===== src/rtl/sm3_pad_arb.sv =====
// Round-robin arbiter that merges padded-message channels onto the single SM3 expansion input.
// A grant lasts for a whole message. Granted channel IDs queue in order so digests can be routed back.
module sm3_pad_arb #(
  parameter int  CH_NUM    = 2,
  parameter int  DW        = 64,
  parameter int  IDQ_DEPTH = 4,
  localparam int CW        = (CH_NUM > 2) ? $clog2(CH_NUM) : 1
) (
  input  logic                 clk,
  input  logic                 rst,
  input  logic [CH_NUM*DW-1:0] req_d_i,
  input  logic [CH_NUM-1:0]    req_vld_i,
  input  logic [CH_NUM-1:0]    req_lst_i,
  output logic [CH_NUM-1:0]    req_rdy_o,
  output logic [DW-1:0]        pad_inpt_d_o,
  output logic                 pad_inpt_vld_o,
  output logic                 pad_inpt_lst_o,
  input  logic                 pad_inpt_rdy_i,
  input  logic                 res_vld_i,
  output logic [CW-1:0]        res_id_o,
  output logic                 res_id_vld_o,
  output logic                 busy_o,
  output logic                 err_o
);

  localparam int AW = $clog2(IDQ_DEPTH);
  localparam int NW = AW + 1;

  typedef enum logic {IDLE, LOCK} state_t;

  state_t            state_q, state_d;
  logic [CW-1:0]     gnt_q, rr_q, rr_next;
  logic [CW-1:0]     pick_id;
  logic [CW:0]       pick_off, pick_sum;
  logic              pick_vld;
  logic [2*CH_NUM-1:0] vld_dbl;
  logic [CH_NUM-1:0] vld_rot;

  logic [CW-1:0]     idq_mem [IDQ_DEPTH];
  logic [AW-1:0]     wr_ptr, rd_ptr;
  logic [NW-1:0]     idq_cnt;
  logic              idq_empty, idq_full, push, pop, err_q;

  assign idq_empty = (idq_cnt == '0);
  assign idq_full  = (idq_cnt == NW'(IDQ_DEPTH));
  assign push      = (state_q == IDLE) && pick_vld && !idq_full;
  assign pop       = res_vld_i && !idq_empty;

  // Rotate the request vector so bit 0 is the channel at rr_q; first set bit wins.
  assign vld_dbl = {req_vld_i, req_vld_i};
  assign vld_rot = CH_NUM'(vld_dbl >> rr_q);

  always_comb begin
    pick_vld = 1'b0;
    pick_off = '0;
    for (int i = 0; i < CH_NUM; i++) begin
      if (!pick_vld && vld_rot[i]) begin
        pick_vld = 1'b1;
        pick_off = (CW+1)'(i);
      end
    end
    pick_sum = {1'b0, rr_q} + pick_off;
    pick_id  = (pick_sum >= (CW+1)'(CH_NUM)) ? CW'(pick_sum - (CW+1)'(CH_NUM)) : CW'(pick_sum);
  end

  assign rr_next = (pick_id == CW'(CH_NUM - 1)) ? '0 : pick_id + CW'(1);

  always_comb begin
    state_d        = state_q;
    req_rdy_o      = '0;
    pad_inpt_d_o   = '0;
    pad_inpt_vld_o = 1'b0;
    pad_inpt_lst_o = 1'b0;
    case (state_q)
      IDLE: begin
        if (push) state_d = LOCK;
      end
      LOCK: begin
        for (int k = 0; k < CH_NUM; k++) begin
          if (gnt_q == CW'(k)) begin
            pad_inpt_d_o   = req_d_i[k*DW +: DW];
            pad_inpt_vld_o = req_vld_i[k];
            pad_inpt_lst_o = req_lst_i[k];
            req_rdy_o[k]   = pad_inpt_rdy_i;
          end
        end
        if (pad_inpt_vld_o && pad_inpt_rdy_i && pad_inpt_lst_o) state_d = IDLE;
      end
      default: state_d = IDLE;
    endcase
  end

  always_ff @(posedge clk or posedge rst) begin
    if (rst) begin
      state_q <= IDLE;
      gnt_q   <= '0;
      rr_q    <= '0;
    end else begin
      state_q <= state_d;
      if (push) begin
        gnt_q <= pick_id;
        rr_q  <= rr_next;
      end
    end
  end

  // In-order ID queue; the pointers wrap naturally because the depth is a power of two.
  always_ff @(posedge clk or posedge rst) begin
    if (rst) begin
      wr_ptr  <= '0;
      rd_ptr  <= '0;
      idq_cnt <= '0;
      err_q   <= 1'b0;
      for (int i = 0; i < IDQ_DEPTH; i++) idq_mem[i] <= '0;
    end else begin
      if (push) begin
        idq_mem[wr_ptr] <= pick_id;
        wr_ptr          <= wr_ptr + AW'(1);
      end
      if (pop) rd_ptr <= rd_ptr + AW'(1);
      case ({push, pop})
        2'b10:   idq_cnt <= idq_cnt + NW'(1);
        2'b01:   idq_cnt <= idq_cnt - NW'(1);
        default: idq_cnt <= idq_cnt;
      endcase
      if (res_vld_i && idq_empty) err_q <= 1'b1;
    end
  end

  assign res_id_o     = idq_mem[rd_ptr];
  assign res_id_vld_o = !idq_empty;
  assign busy_o       = (state_q == LOCK) || !idq_empty;
  assign err_o        = err_q;

endmodule


===== config.mk =====
export PLATFORM = sky130hd
export DESIGN_NAME = sm3_pad_arb
export DESIGN_NICKNAME = d
export VERILOG_FILES = /design/src/rtl/sm3_pad_arb.sv
export SDC_FILE = /design/constraint.sdc
export NUM_CORES = 1
export LEC_CHECK = 0
export CAP_MARGIN = 20
export CORE_UTILIZATION = 31
export CTS_CLUSTER_DIAMETER = 60
export CTS_CLUSTER_SIZE = 16
export DETAILED_ROUTE_END_ITERATION = 8
export GPL_TIMING_DRIVEN = 0
export PLACE_DENSITY = 0.9
export SLEW_MARGIN = 20
export SYNTH_ARGS = -nofsm -noshare
export SYNTH_HDL_FRONTEND = slang
export SYNTH_SLANG_ARGS = --single-unit

===== constraint.sdc =====
create_clock -name clk -period 7 [get_ports clk]
set_input_delay 0.7 -clock clk [delete_from_list [all_inputs] [get_ports clk]]
set_output_delay 0.7 -clock clk [all_outputs]
set_load 0.01 [all_outputs]

; Word-level counts from Yosys, hierarchy flattened
; Cells that the tools add are included.
[classes]
bitwise_logic = 3
n_eq_ne = 3
reduce_logical = 14
shifts = 1
n_addsub = 7
order_cmp = 4
mux = 26
[ops]
columns = op, n
row1 = 64-bit 2-to-1 mux, 2
row2 = 1-bit 2-to-1 mux, 18
row3 = 1-bit logical AND, 8
row4 = "3-bit greater-or-equal comparator, second input constant", 2
row5 = 2-bit inverter with 3-bit output, 2
row6 = 3-bit one-hot mux with 2 select lines, 1
row7 = "2-bit by 1-bit adder with 2-bit output, second input constant", 2
row8 = 4-bit bitwise mux, 1
row9 = 4-bit by 1-bit >> shifter with 2-bit output, 1
row10 = "3-bit by 1-bit adder with 3-bit output, second input constant", 1
row11 = "3-bit equality test, second input constant", 1
row12 = 1-bit zero test, 3
row13 = 3-bit zero test, 1
row14 = "3-bit by 1-bit less-than comparator with 1-bit output, second input constant", 1
row15 = "3-bit by 1-bit subtractor with 3-bit output, second input constant", 1
row16 = 1-bit by 1-bit adder with 2-bit output, 1
row17 = 1-bit binary-select mux with 2-bit select, 1
row18 = 1-bit demux with 2-bit select, 1
row19 = "2-bit by 1-bit equality test with 1-bit output, second input constant", 1
row20 = "2-bit equality test, second input constant", 1
row21 = "2-bit greater-or-equal comparator, second input constant", 1
row22 = 2-bit 2-to-1 mux, 1
row23 = 1-bit one-hot mux with 2 select lines, 1
row24 = 2-bit nonzero test, 1
row25 = 4 further kinds, 4
[totals]
elab_cells = 69
register_bits = 15
input_bits = 136
out_inout_bits = 72

; Logic depth before layout (Yosys ltp)
; Gate-level depths: netlist of the first run.
[depth]
depth_word = 10
depth_mapped = 11
mapped_depth_nobuf = 9

; Worst setup path after synthesis of the first run
; OpenSTA, ideal clock, no wires.
[synth_path]
kind = input to register
start = input port req_vld_i[0]
end = register idq_cnt[2]
setup_time_ns = 0.079
arrival_ns = 2.228
path_buffers = 1
required_ns = 6.921
path_slack_ns = 4.693
cell_stages = 10
path_cell_list = o21ba_2 -> and2_4 -> buf_6 -> inv_1 -> ha_1 -> inv_1 -> fa_1 -> xor2_1 -> nor2_1 -> xor2_1
[synth_via]
elab_chain_cells = 9
word_cells_on_any_way = 11
classes_between = eq/ne (2) / shift (1) / mux (3) / reduce/logical (5)
[synth_rtl]
columns = element, line_no
row1 = "start, declared", 12  ; input logic [CH_NUM-1:0] req_vld_i,
row2 = 4-bit by 1-bit >> shifter with 2-bit output *, 51  ; assign vld_rot = CH_NUM'(vld_dbl >> rr_q);
row3 = 1-bit 2-to-1 mux, 57  ; if (!pick_vld && vld_rot[i]) begin
row4 = 1-bit zero test, 57
row5 = 1-bit logical AND, 57
row6 = 1-bit 2-to-1 mux *, 57
row7 = 1-bit logical AND * (2 in series), 46  ; assign push = (state_q == IDLE) && pick_vld && !idq_full;
row8 = 2-bit by 1-bit equality test with 1-bit output or 2-bit equality test (tied branches), 121  ; case ({push, pop})
row9 = 3-bit one-hot mux with 2 select lines or 2-bit nonzero test (tied branches), n/a
row10 = "end signal, assigned", 122  ; 2'b10: idq_cnt <= idq_cnt + NW'(1);
row11 = "end signal, assigned", 123  ; 2'b01: idq_cnt <= idq_cnt - NW'(1);
row12 = "end signal, assigned", 124  ; default: idq_cnt <= idq_cnt;
row13 = "end, declared", 41  ; logic [NW-1:0] idq_cnt;
; Every way passes the cells marked *; elsewhere a longest branch is shown, timed or not.
; A chain may end at the register's enable or synchronous reset.

; Final worst setup path of the first run
[layout_path]
start = register gnt_q
end = output port pad_inpt_d_o[61]
[layout_via]
elab_chain_cells = 2
[layout_rtl]
columns = element, line_no
row1 = "start, declared", 32  ; logic [CW-1:0] gnt_q, rr_q, rr_next;
row2 = "start signal, assigned", 101  ; gnt_q <= pick_id;
row3 = 64-bit 2-to-1 mux, 80  ; if (gnt_q == CW'(k)) begin
row4 = 64-bit 2-to-1 mux, 74  ; case (state_q)
row5 = "end, declared", 15  ; output logic [DW-1:0] pad_inpt_d_o,
; No other way between the ends.

==> summary.txt, run 1 <==
Routing
  – Met3 WL post-DR: 579 µm
  – WL met2: approximately 4.3 mm
  – Antenna viol nets, final: 0
  – Starting DRT DRC Count: 18
  – Final wirelength: 7.92 mm
  – Routed metal-1 wirelength: ~2.9 mm
  – Via/cell ratio: between 4 and 5
  – Top sig layer: met4
  – Number of remaining DRC errors: 0
  – Post-DR wirelength/cell: roughly 16 µm
  – TritonRoute pass-1 iters: 4
  – Via count: around 2400

GRT
  – Largest net degree at the start of global routing: 16
  – Vias in the first global route: between 2000 and 2500
  – Grt ovf: 0
  – First-pass GRT wire length: 11.3 mm
  – All-Layer GR Usage: 0.223
  – Initial antenna violation count: 1

Worst setup path
  – Worst setup EP type: output pin
  – Most frequent CP cell: clkbuf_1
  – Setup Crit Path Kind: flip-flop to output pin
  – CP max stage delay: 0.55 ns
  – Required @ worst endpoint: 6.30 ns
  – Maximum fanout along the worst path: 10
  – CP max stage cell: clkdlybuf4s50_1
  – Worst path bufs/invs: 3
  – Crit-path leading delay family: buffers and inverters
  – CP arrival: 2.16 ns
  – Crit-path cells: clkbuf_1, clkbuf_1, mux2i_1, nor2b_1, clkdlybuf4s50_1
  – Worst setup SP type: flip-flop

Place
  – Final GP Congestion: 0.748
  – Dpl hpwl: 6.85 mm
  – IO Port Bufs: 207

Die
  – Cell Rows: 28
  – Core ar.: 5990 µm²
  – Chip Height: 81.2 µm
  – Starting Density: 0.325
  – Die ar.: 6590 µm²
  – IO Pins: 208
  – Chip Width: 81.2 µm

Min path
  – Hold crit path type: flip-flop to flip-flop

Yosys
  – Avg Inst Size Synth: 8.96 µm²
  – Number of flops mapped to enable cells by yosys: 0
  – Mapped Nets: 359
  – Top_reg_cell synth: dfrtp_1
  – FFs w/ async S/R, synth: 1.00
  – Leading area contributor after synthesis: mux2i_1
  – Mapped cell area: 1940 µm²
  – Synth cell types: 30
  – Yosys reg bits: 15
  – Register area share after synthesis: 0.193
  – Synth top cells by count: 66 x mux2i_1, 66 x nor2b_1, 15 x dfrtp_1
  – Share of the synthesized area in the top cell type: 0.340
  – Ranking of synthesized cells by area: mux2i_1 34%, nor2b_1 21%, dfrtp_1 19%, ha_1 3.2%, mux2_2 2.3%
  – Yosys warns: 0
  – Syn Inst Count: 217

Power
  – Psw: ~540 µW
  – Switching Fraction: 0.394
  – Worst IR Drop VDD: 0.217 mV
  – Clock network fraction of design power: 0.051
  – P_leak: 1.78 nW
  – Pint: about 830 µW
  – Reg power frac: 0.125
  – Logic gate share of total power: 0.825
  – P per Cell Area: 330 nW/µm²

Timing
  – Final setup fails: 0
  – Fin crit period: 2.86 ns
  – Worst Tran Pin Value: 0.641 ns
  – Fmax: ~350 MHz
  – RSZ-0062 raised after global routing: false
  – Final Cycle Share: 0.408
  – Skew final: 0.00209 ns
  – Worst hold margin: 0.463 ns
  – Setup TNS: 0 ns
  – Max-slew headroom: 0.568
  – Pins over their slew limit: 0
  – Hold violation count in the final report: 0

Clock network
  – Clk_lat worst skew: 0.25 ns
  – CTS tree: done
  – Post-cts resize count: 0
  – H-tree depth: 1
  – Clock transition at path regs: about 0.06 ns
  – Post-CTS Hold Buffers: 0
  – CTS Buffer Depth: 2
  – Clock root buffer: clkbuf_8
  – Setup repair bufs after CTS: 0
  – CTS Buf Count: 3
  – CTS sink cnt: 15

Finish
  – Share of post-route cells with drive strength above 1: 0.0491
  – Layout area overhead: 114%
  – Final core utilization: 0.694
  – NumNets Final: 571

Outcome
  – Status: complete, no violations

Run
  – Max cap viols: 0
==> layer usage <==
metal,up-vias,global-route usage
met2,94,0.418
met5,-,0
met1,1092,0.243
met4,0,0.0786
met3,14,0.0494
li1,1155,-
==> final timing paths <==
kind | start | to | slack [ns] | cells past startpoint
worst max-delay path | gnt_q$_DFFE_PP0P_ | pad_inpt_d_o[61] | 4.14 | 5
worst min-delay path | err_o$_DFFE_PP0P_ | err_o$_DFFE_PP0P_ | 0.46 | 1
worst max register to register | idq_cnt[0]$_DFFE_PP0P_ | idq_cnt[2]$_DFFE_PP0P_ | 4.59 | 11
worst min register to register | err_o$_DFFE_PP0P_ | err_o$_DFFE_PP0P_ | 0.46 | 1
max in group asynchronous | rst | wr_ptr[0]$_DFFE_PP0P_ | 5.80 | 2
min in group asynchronous | rst | idq_cnt[0]$_DFFE_PP0P_ | 0.82 | 2
==> through the flow <==
stage | power (mW) | std cells | setup slack (ns) | instance area (µm²)
finish | 1.37 | 504 | 4.14 | 4160
global route | 1.48 | 504 | 3.91 | 4160
CTS | 1.39 | 503 | 4.08 | 4160
detailed placement | 1.31 | 499 | 4.06 | 4110
global placement | 1.28 | 499 | 4.11 | 4110
floorplan | 0.774 | 217 | 4.69 | 1940
==> registers in the layout, summed over array words and instances, names as in the netlist <==
name     flops
state_q      1
idq_mem      4
rd_ptr       2
idq_cnt      3
err_o        1
rr_q         1
wr_ptr       2
gnt_q        1
==> cell families (layout without fill, tap and decap cells) <==
family                   Yosys count  after routing  share of synthesized area
adder cells (fa/ha/maj)            6              6                     0.0425
AND/OR/NAND/NOR                   84             84                      0.262
XOR/XNOR                           6              6                     0.0270
flip-flops                        15             15                      0.193
multiplexers                      73             73                      0.390
other                              0              1                          0
buffers and inverters             25            236                     0.0566
AO/OA/AOI/OAI                      8              8                     0.0290
==> cell type report <==
class	count	area, µm²
antenna	1	2.50
buffer	17	80.1
clock buffer	4	45.0
fill	501	1830
inverter	8	30.0
multi-input combinational	177	1460
sequential	15	375
tap	75	93.8
timing repair buffer	207	2070
==> placed cells by master (no fill, tap or decap), drive strengths merged, types with 5 or more instances in the layout <==
| cell | netlist | layout |
|---|---|---|
| dfrtp | 15 | 15 |
| nor2b | 66 | 66 |
| inv | 8 | 8 |
| clkdlybuf4s50 | 0 | 207 |
| mux2i | 66 | 66 |
| mux2 | 6 | 6 |
| clkbuf | 9 | 13 |
| ha | 5 | 5 |
| buf | 8 | 8 |
==> power groups by stage <==
stage | registers [mW] | logic, mW | clock network [mW]
2_1_floorplan | 0.159 | 0.615 | 0
3_3_place_gp | 0.168 | 1.11 | 0
3_5_place_dp | 0.173 | 1.14 | 0
4_1_cts | 0.172 | 1.14 | 0.0714
5_1_grt | 0.178 | 1.22 | 0.0746
6_report | 0.171 | 1.13 | 0.0697
No activity file was read; power rests on OpenSTA's default activity.
==> inputs of run 2 (changes only) <==
- CORE_UTILIZATION: 31 -> 29
- PLACE_DENSITY: 0.9 -> 0.85
- clock period: 7 -> 2.8 ns (I/O delays scaled with it)
==> run 2 against run 1 <==
  * Combinational power increased to 2.5 times the previous value
  * Clock-buffer cell count unchanged
  * Largest power group unchanged
  * Non-clock buffer count is the same
  * Critical path type unchanged
  * The run now ends with DRC left
==> summary.txt, run 2 (same netlist as run 1, synthesis figures left out) <==
Clock network
  – CTS Buf Count: 3 (unchanged)
  – Post-CTS Hold Buffers: 0 (unchanged)
  – Setup repair bufs after CTS: 0 (unchanged)
  – CTS sink cnt: 15 (unchanged)
  – Post-cts resize count: 0 (unchanged)
  – CTS tree: done
  – Clk_lat worst skew: 0.25 ns (about the same)
  – H-tree depth: 1 (unchanged)
  – Clock transition at path regs: 0.06 ns (about the same)
  – CTS Buffer Depth: 2 (unchanged)
  – Clock root buffer: clkbuf_8

Routing
  – Via/cell ratio: 4.61 (-1.4%)
  – TritonRoute pass-1 iters: 6 (+2)
  – Via count: 2326 (-1.2%)
  – Post-DR wirelength/cell: 15.2 µm (-3.0%)
  – Final wirelength: 7.70 mm (-2.8%)
  – Starting DRT DRC Count: 77 (+59)
  – Number of remaining DRC errors: 30 (+30)
  – Antenna viol nets, final: 0 (unchanged)

Worst setup path
  – Required @ worst endpoint: 2.52 ns (-3.78 ns)
  – Worst setup EP type: output pin
  – Setup Crit Path Kind: flip-flop to output pin
  – Worst setup SP type: flip-flop
  – CP arrival: 2.15 ns (about the same)
  – Maximum fanout along the worst path: 10 (unchanged)
  – R2r setup slk: 0.41 ns (-4.18 ns)
  – R2r worst-path depth: 11 (unchanged)

Power
  – Pint: 2.08 mW (+150%)
  – Switching Fraction: 0.394 (-0.000559)
  – Psw: 1.35 mW (+150%)
  – Logic gate share of total power: 0.824 (about the same)
  – Reg power frac: 0.125 (about the same)
  – Clock network fraction of design power: 0.051 (about the same)
  – P_leak: 1.78 nW (unchanged)
  – Worst IR Drop VDD: 0.413 mV (+90%)
  – Power Total: 3.43 mW (+150%)
  – P per Cell Area: 825 nW/µm² (+150%)

Die
  – Die ar.: 7040 µm² (+6.7%)
  – IO Pins: 208 (unchanged)
  – Cell Rows: 29 (+3.6%)
  – Core ar.: 6420 µm² (+7.2%)
  – Chip Height: 83.9 µm (+3.3%)
  – Starting Density: 0.303 (-0.0218)
  – Chip Width: 83.9 µm (+3.3%)

Finish
  – Top flop regs: idq_mem (4), idq_cnt (3)
  – Largest Register: idq_mem
  – Diodes inserted: 0 (-1)
  – NumNets Final: 571 (unchanged)
  – Layout area overhead: 114% (unchanged)
  – Share of post-route cells with drive strength above 1: 0.0491 (unchanged)
  – Max reg flops: 4 (unchanged)
  – Commonest cells after routing, fill and taps aside: 207 x clkdlybuf4s50_1, 66 x mux2i_1, 66 x nor2b_1, 15 x dfrtp_1, 10 x clkbuf_1
  – Most common cell after layout, fill and taps aside: clkdlybuf4s50_1

Timing
  – Hold violation count in the final report: 0 (unchanged)
  – Fmax: 411 MHz
  – Fin crit period: 2.43 ns
  – Worst Tran Pin Value: 0.601 ns (-0.0399 ns)
  – Final Cycle Share: 0.868
  – Final setup fails: 0 (unchanged)
  – Setup TNS: 0 ns (unchanged)
  – Max-slew headroom: 0.595 (+0.0269)
  – RSZ-0062 raised after global routing: false
  – Skew final: 0.00232 ns (+0.000233 ns)
  – Pins over their slew limit: 0 (unchanged)

Run
  – Max cap viols: 0 (unchanged)

GRT
  – Met3 GRT Util: 0.0366 (-0.0128)
  – Met1 Usage GRT: 0.226 (-0.0167)
  – First-pass GRT wire length: 11.7 mm (+4.0%)
  – All-Layer GR Usage: 0.210 (-0.0126)
  – Initial antenna violation count: 0 (-1)
  – Busiest grt layer: met2
  – Grt ovf: 0 (unchanged)
  – Grt met2 use: 0.416 (-0.00269)
  – Largest net degree at the start of global routing: 16 (unchanged)
  – Vias in the first global route: 2398 (+3.6%)

Place
  – Dpl hpwl: 6.73 mm (-1.8%)
  – Final GP Congestion: 0.769 (+2.8%)
  – IO Port Bufs: 207 (unchanged)

Min path
  – Hold crit path type: primary input to asynchronous set/reset pin

Outcome
  – Failing checks: DRC
  – Status: finished, violations left
## run 2: final timing paths
kind	from	endpoint
worst min register to register	err_o$_DFFE_PP0P_	err_o$_DFFE_PP0P_
worst max register to register	idq_cnt[1]$_DFFE_PP0P_	idq_cnt[2]$_DFFE_PP0P_
worst min-delay path	rst	idq_cnt[1]$_DFFE_PP0P_
worst max-delay path	gnt_q$_DFFE_PP0P_	pad_inpt_d_o[58]
min in group clk	err_o$_DFFE_PP0P_	err_o$_DFFE_PP0P_
max in group asynchronous	rst	idq_mem[1]$_DFFE_PP0P_
## run 2: power groups by stage
stage / logic (mW) / registers (mW) / clock network, mW
3_5_place_dp: 2.84 / 0.431 / 0
6_report: 2.83 / 0.427 / 0.176
2_1_floorplan: 1.54 / 0.399 / 0
3_3_place_gp: 2.81 / 0.420 / 0
5_1_grt: 3.04 / 0.444 / 0.193
4_1_cts: 2.86 / 0.428 / 0.180
## run 2: critical path, stage by stage (launching register included)
cell             delay (ns)
dfrtp_1                0.32
clkbuf_1               0.30
clkbuf_1               0.46
mux2i_1                0.15
nor2b_1                0.13
clkdlybuf4s50_1        0.54
## run 2: area by class of cell
| type | count | area [µm²] |
|---|---|---|
| Timing Repair Buffer | 207 | 2070 |
| Clock buffer | 4 | 45.0 |
| Buffer | 17 | 80.1 |
| Inverter | 8 | 30.0 |
| Multi-Input combinational cell | 177 | 1460 |
| Tap cell | 77 | 96.3 |
| Fill cell | 539 | 2260 |
| Sequential cell | 15 | 375 |
## run 2: layer usage
| metal | vias to the layer above | share of wire |
|---|---|---|
| met1 | 1065 | 0.38 |
| met3 | 10 | 0.067 |
| met2 | 99 | 0.54 |
| met4 | 0 | 0.017 |
| li1 | 1152 | - |
| met5 | - | 0 |
## run 2: through the flow
stage	worst slack (ns)	cells	utilization	cell area, µm²	hold slack (ns)
after floorplan	0.552	217	-	1940	0.181
after global placement	0.329	501	0.640	4110	0.443
after detailed placement	0.303	501	0.640	4110	0.475
after CTS	0.306	505	0.647	4160	0.404
after global routing	0.192	505	0.647	4160	0.450
final	0.369	505	0.647	4160	0.380
==> inputs of run 3 (changes only) <==
- REMOVE_ABC_BUFFERS: default -> 1
==> run 3 against run 2 <==
  * The flow still finishes with violations (DRC)
  * Fmax fell by 2.6%
  * Critical path depth fell by 1
  * Via count shrank 2.5%
==> summary.txt, run 3 (same netlist as run 1, synthesis figures left out) <==
Timing
  – Fmax: 401 MHz (-2.6%)
  – Setup TNS: 0 ns (unchanged)
  – Max-slew headroom: 0.589 (-0.00604)
  – Fin crit period: 2.49 ns (+0.0642 ns)
  – RSZ-0062 raised after global routing: false
  – Final setup fails: 0 (unchanged)
  – Skew final: 0.00286 ns (+0.000538 ns)
  – Pins over their slew limit: 0 (unchanged)
  – Worst Tran Pin Value: 0.610 ns (+0.00896 ns)
  – Hold violation count in the final report: 0 (unchanged)
  – Final Cycle Share: 0.891 (+0.0229)

Clock network
  – CTS tree: done
  – CTS sink cnt: 15 (unchanged)
  – Post-CTS Hold Buffers: 0 (unchanged)
  – Clock root buffer: clkbuf_8
  – Post-cts resize count: 0 (unchanged)
  – CTS Buffer Depth: 2 (unchanged)
  – Setup repair bufs after CTS: 0 (unchanged)
  – Clock transition at path regs: 0.06 ns (about the same)
  – Clk_lat worst skew: 0.25 ns (about the same)
  – CTS Buf Count: 3 (unchanged)
  – H-tree depth: 1 (unchanged)

Finish
  – Sequential Area: 380 µm² (+1.3%)
  – Layout fillers: 543 (+0.74%)
  – Multi-input logic area: 1460 µm² (unchanged)
  – Final core utilization: 0.643 (-0.00390)
  – NumNets Final: 556 (-2.6%)
  – Max reg flops: 4 (unchanged)
  – Finished Cell Area: 4130 µm² (-0.60%)
  – Top flop regs: idq_mem (4), idq_cnt (3)
  – Share of post-route cells with drive strength above 1: 0.0412 (-0.00790)
  – Most common cell after layout, fill and taps aside: clkdlybuf4s50_1
  – Layout area overhead: 113%
  – Largest Register: idq_mem
  – Commonest cells after routing, fill and taps aside: 207 x clkdlybuf4s50_1, 66 x mux2i_1, 66 x nor2b_1, 13 x dfrtp_1, 8 x inv_1

Routing
  – Via count: 2269 (-2.5%)
  – Number of remaining DRC errors: 60 (+100%)
  – Via/cell ratio: 4.62 (+0.33%)
  – Antenna viol nets, final: 0 (unchanged)
  – Starting DRT DRC Count: 89 (+16%)
  – TritonRoute pass-1 iters: 6 (unchanged)
  – Post-DR wirelength/cell: 17.3 µm (+13%)
  – Final wirelength: 8.48 mm (+10%)

Worst setup path
  – Worst path bufs/invs: 2 (-1)
  – CP arrival: 2.21 ns (+0.06 ns)
  – RR Startpoint: idq_cnt[1]$_DFFE_PP0P_
  – CP max stage delay: 0.78 ns (+0.24 ns)
  – Required @ worst endpoint: 2.52 ns (about the same)
  – Worst setup SP type: flip-flop
  – Setup Crit Path Kind: flip-flop to output pin
  – Crit-path cells: buf_16, mux2i_1, nor2b_1, clkdlybuf4s50_1
  – Maximum fanout along the worst path: 39 (+29)
  – Worst setup EP type: output pin
  – R2r setup slk: 0.45 ns (+0.04 ns)
  – Crit-path leading delay family: buffers and inverters
  – Worst Setup SP: gnt_q$_DFFE_PP0P_
  – CP max stage cell: dfrtp_4

Die
  – Starting Density: 0.303 (unchanged)
  – Chip Height: 83.9 µm (unchanged)
  – Chip Width: 83.9 µm (unchanged)
  – Die ar.: 7040 µm² (unchanged)
  – Cell Rows: 29 (unchanged)
  – Core ar.: 6420 µm² (unchanged)
  – IO Pins: 208 (unchanged)

GRT
  – Vias in the first global route: 2272 (-5.3%)
  – Initial antenna violation count: 4 (+4)
  – Largest net degree at the start of global routing: 61 (+45)
  – Grt ovf: 0 (unchanged)
  – First-pass GRT wire length: 12.8 mm (+9.1%)
  – All-Layer GR Usage: 0.234 (+0.0236)

Place
  – Final GP Congestion: 0.791 (+2.9%)
  – Placement Cell Area: 4090 µm² (-0.67%)
  – Dpl hpwl: 7.07 mm (+5.1%)
  – IO Port Bufs: 207 (unchanged)

Power
  – Worst IR Drop VDD: 0.513 mV (+24%)
  – Power Total: 3.44 mW (+0.46%)
  – P_leak: 1.76 nW (-1.2%)
  – P per Cell Area: 834 nW/µm² (+1.1%)

Outcome
  – Failing checks: DRC
  – Status: finished, violations left

Min path
  – Hold crit path type: primary input to asynchronous set/reset pin

Run
  – Max cap viols: 0 (unchanged)
[run 3: power by group]
group / switching [mW] / internal (mW)
Sequential: 0.225 / 0.332
Clock: 0.0728 / 0.101
Combinational: 1.06 / 1.65
Total: 1.36 / 2.08
[run 3: path summary, 6_finish.rpt]
path	endpoint	cells past startpoint
worst min-delay path	rd_ptr[1]$_DFFE_PP0P_	2
worst min register to register	err_o$_DFFE_PP0P_	1
max in group asynchronous	gnt_q$_DFFE_PP0P_	2
worst max-delay path	pad_inpt_d_o[19]	4
worst max register to register	idq_cnt[2]$_DFFE_PP0P_	9
min in group clk	err_o$_DFFE_PP0P_	1
[run 3: metrics by stage]
step	hold WS (ns)	instances	worst slack [ns]
after floorplan	0.181	200	-0.222
after global placement	0.443	484	-1.46
after detailed placement	0.467	486	0.345
after CTS	0.398	490	0.283
after global routing	0.456	490	0.184
final	0.392	491	0.305
[run 3: final cells by class]
cell class                 instances  share of cell area
antenna                            1            0.000606
clock buffer                       4              0.0109
inverter                           8             0.00727
multi-input combinational        177               0.353
sequential                        15              0.0920
tap                               77              0.0233
timing repair buffer             209               0.513
[run 3: worst register-to-register path, stage by stage, from the launching register on]
cell and delay (ns):
dfrtp_1 0.43, or3b_1 0.50, and2_4 0.22, inv_1 0.08, ha_1 0.18, inv_1 0.06, fa_1 0.37, xor2_1 0.17
nor2_1 0.11, xor2_1 0.16
[run 3: per-layer routing]
metal  GRT usage  share of wire  routed length [µm]
met1       0.263           0.39                3270
met2       0.411           0.48                4080
met3       0.107           0.12                1050
met4      0.0345         0.0071                  60
met5           0         0.0027                  23
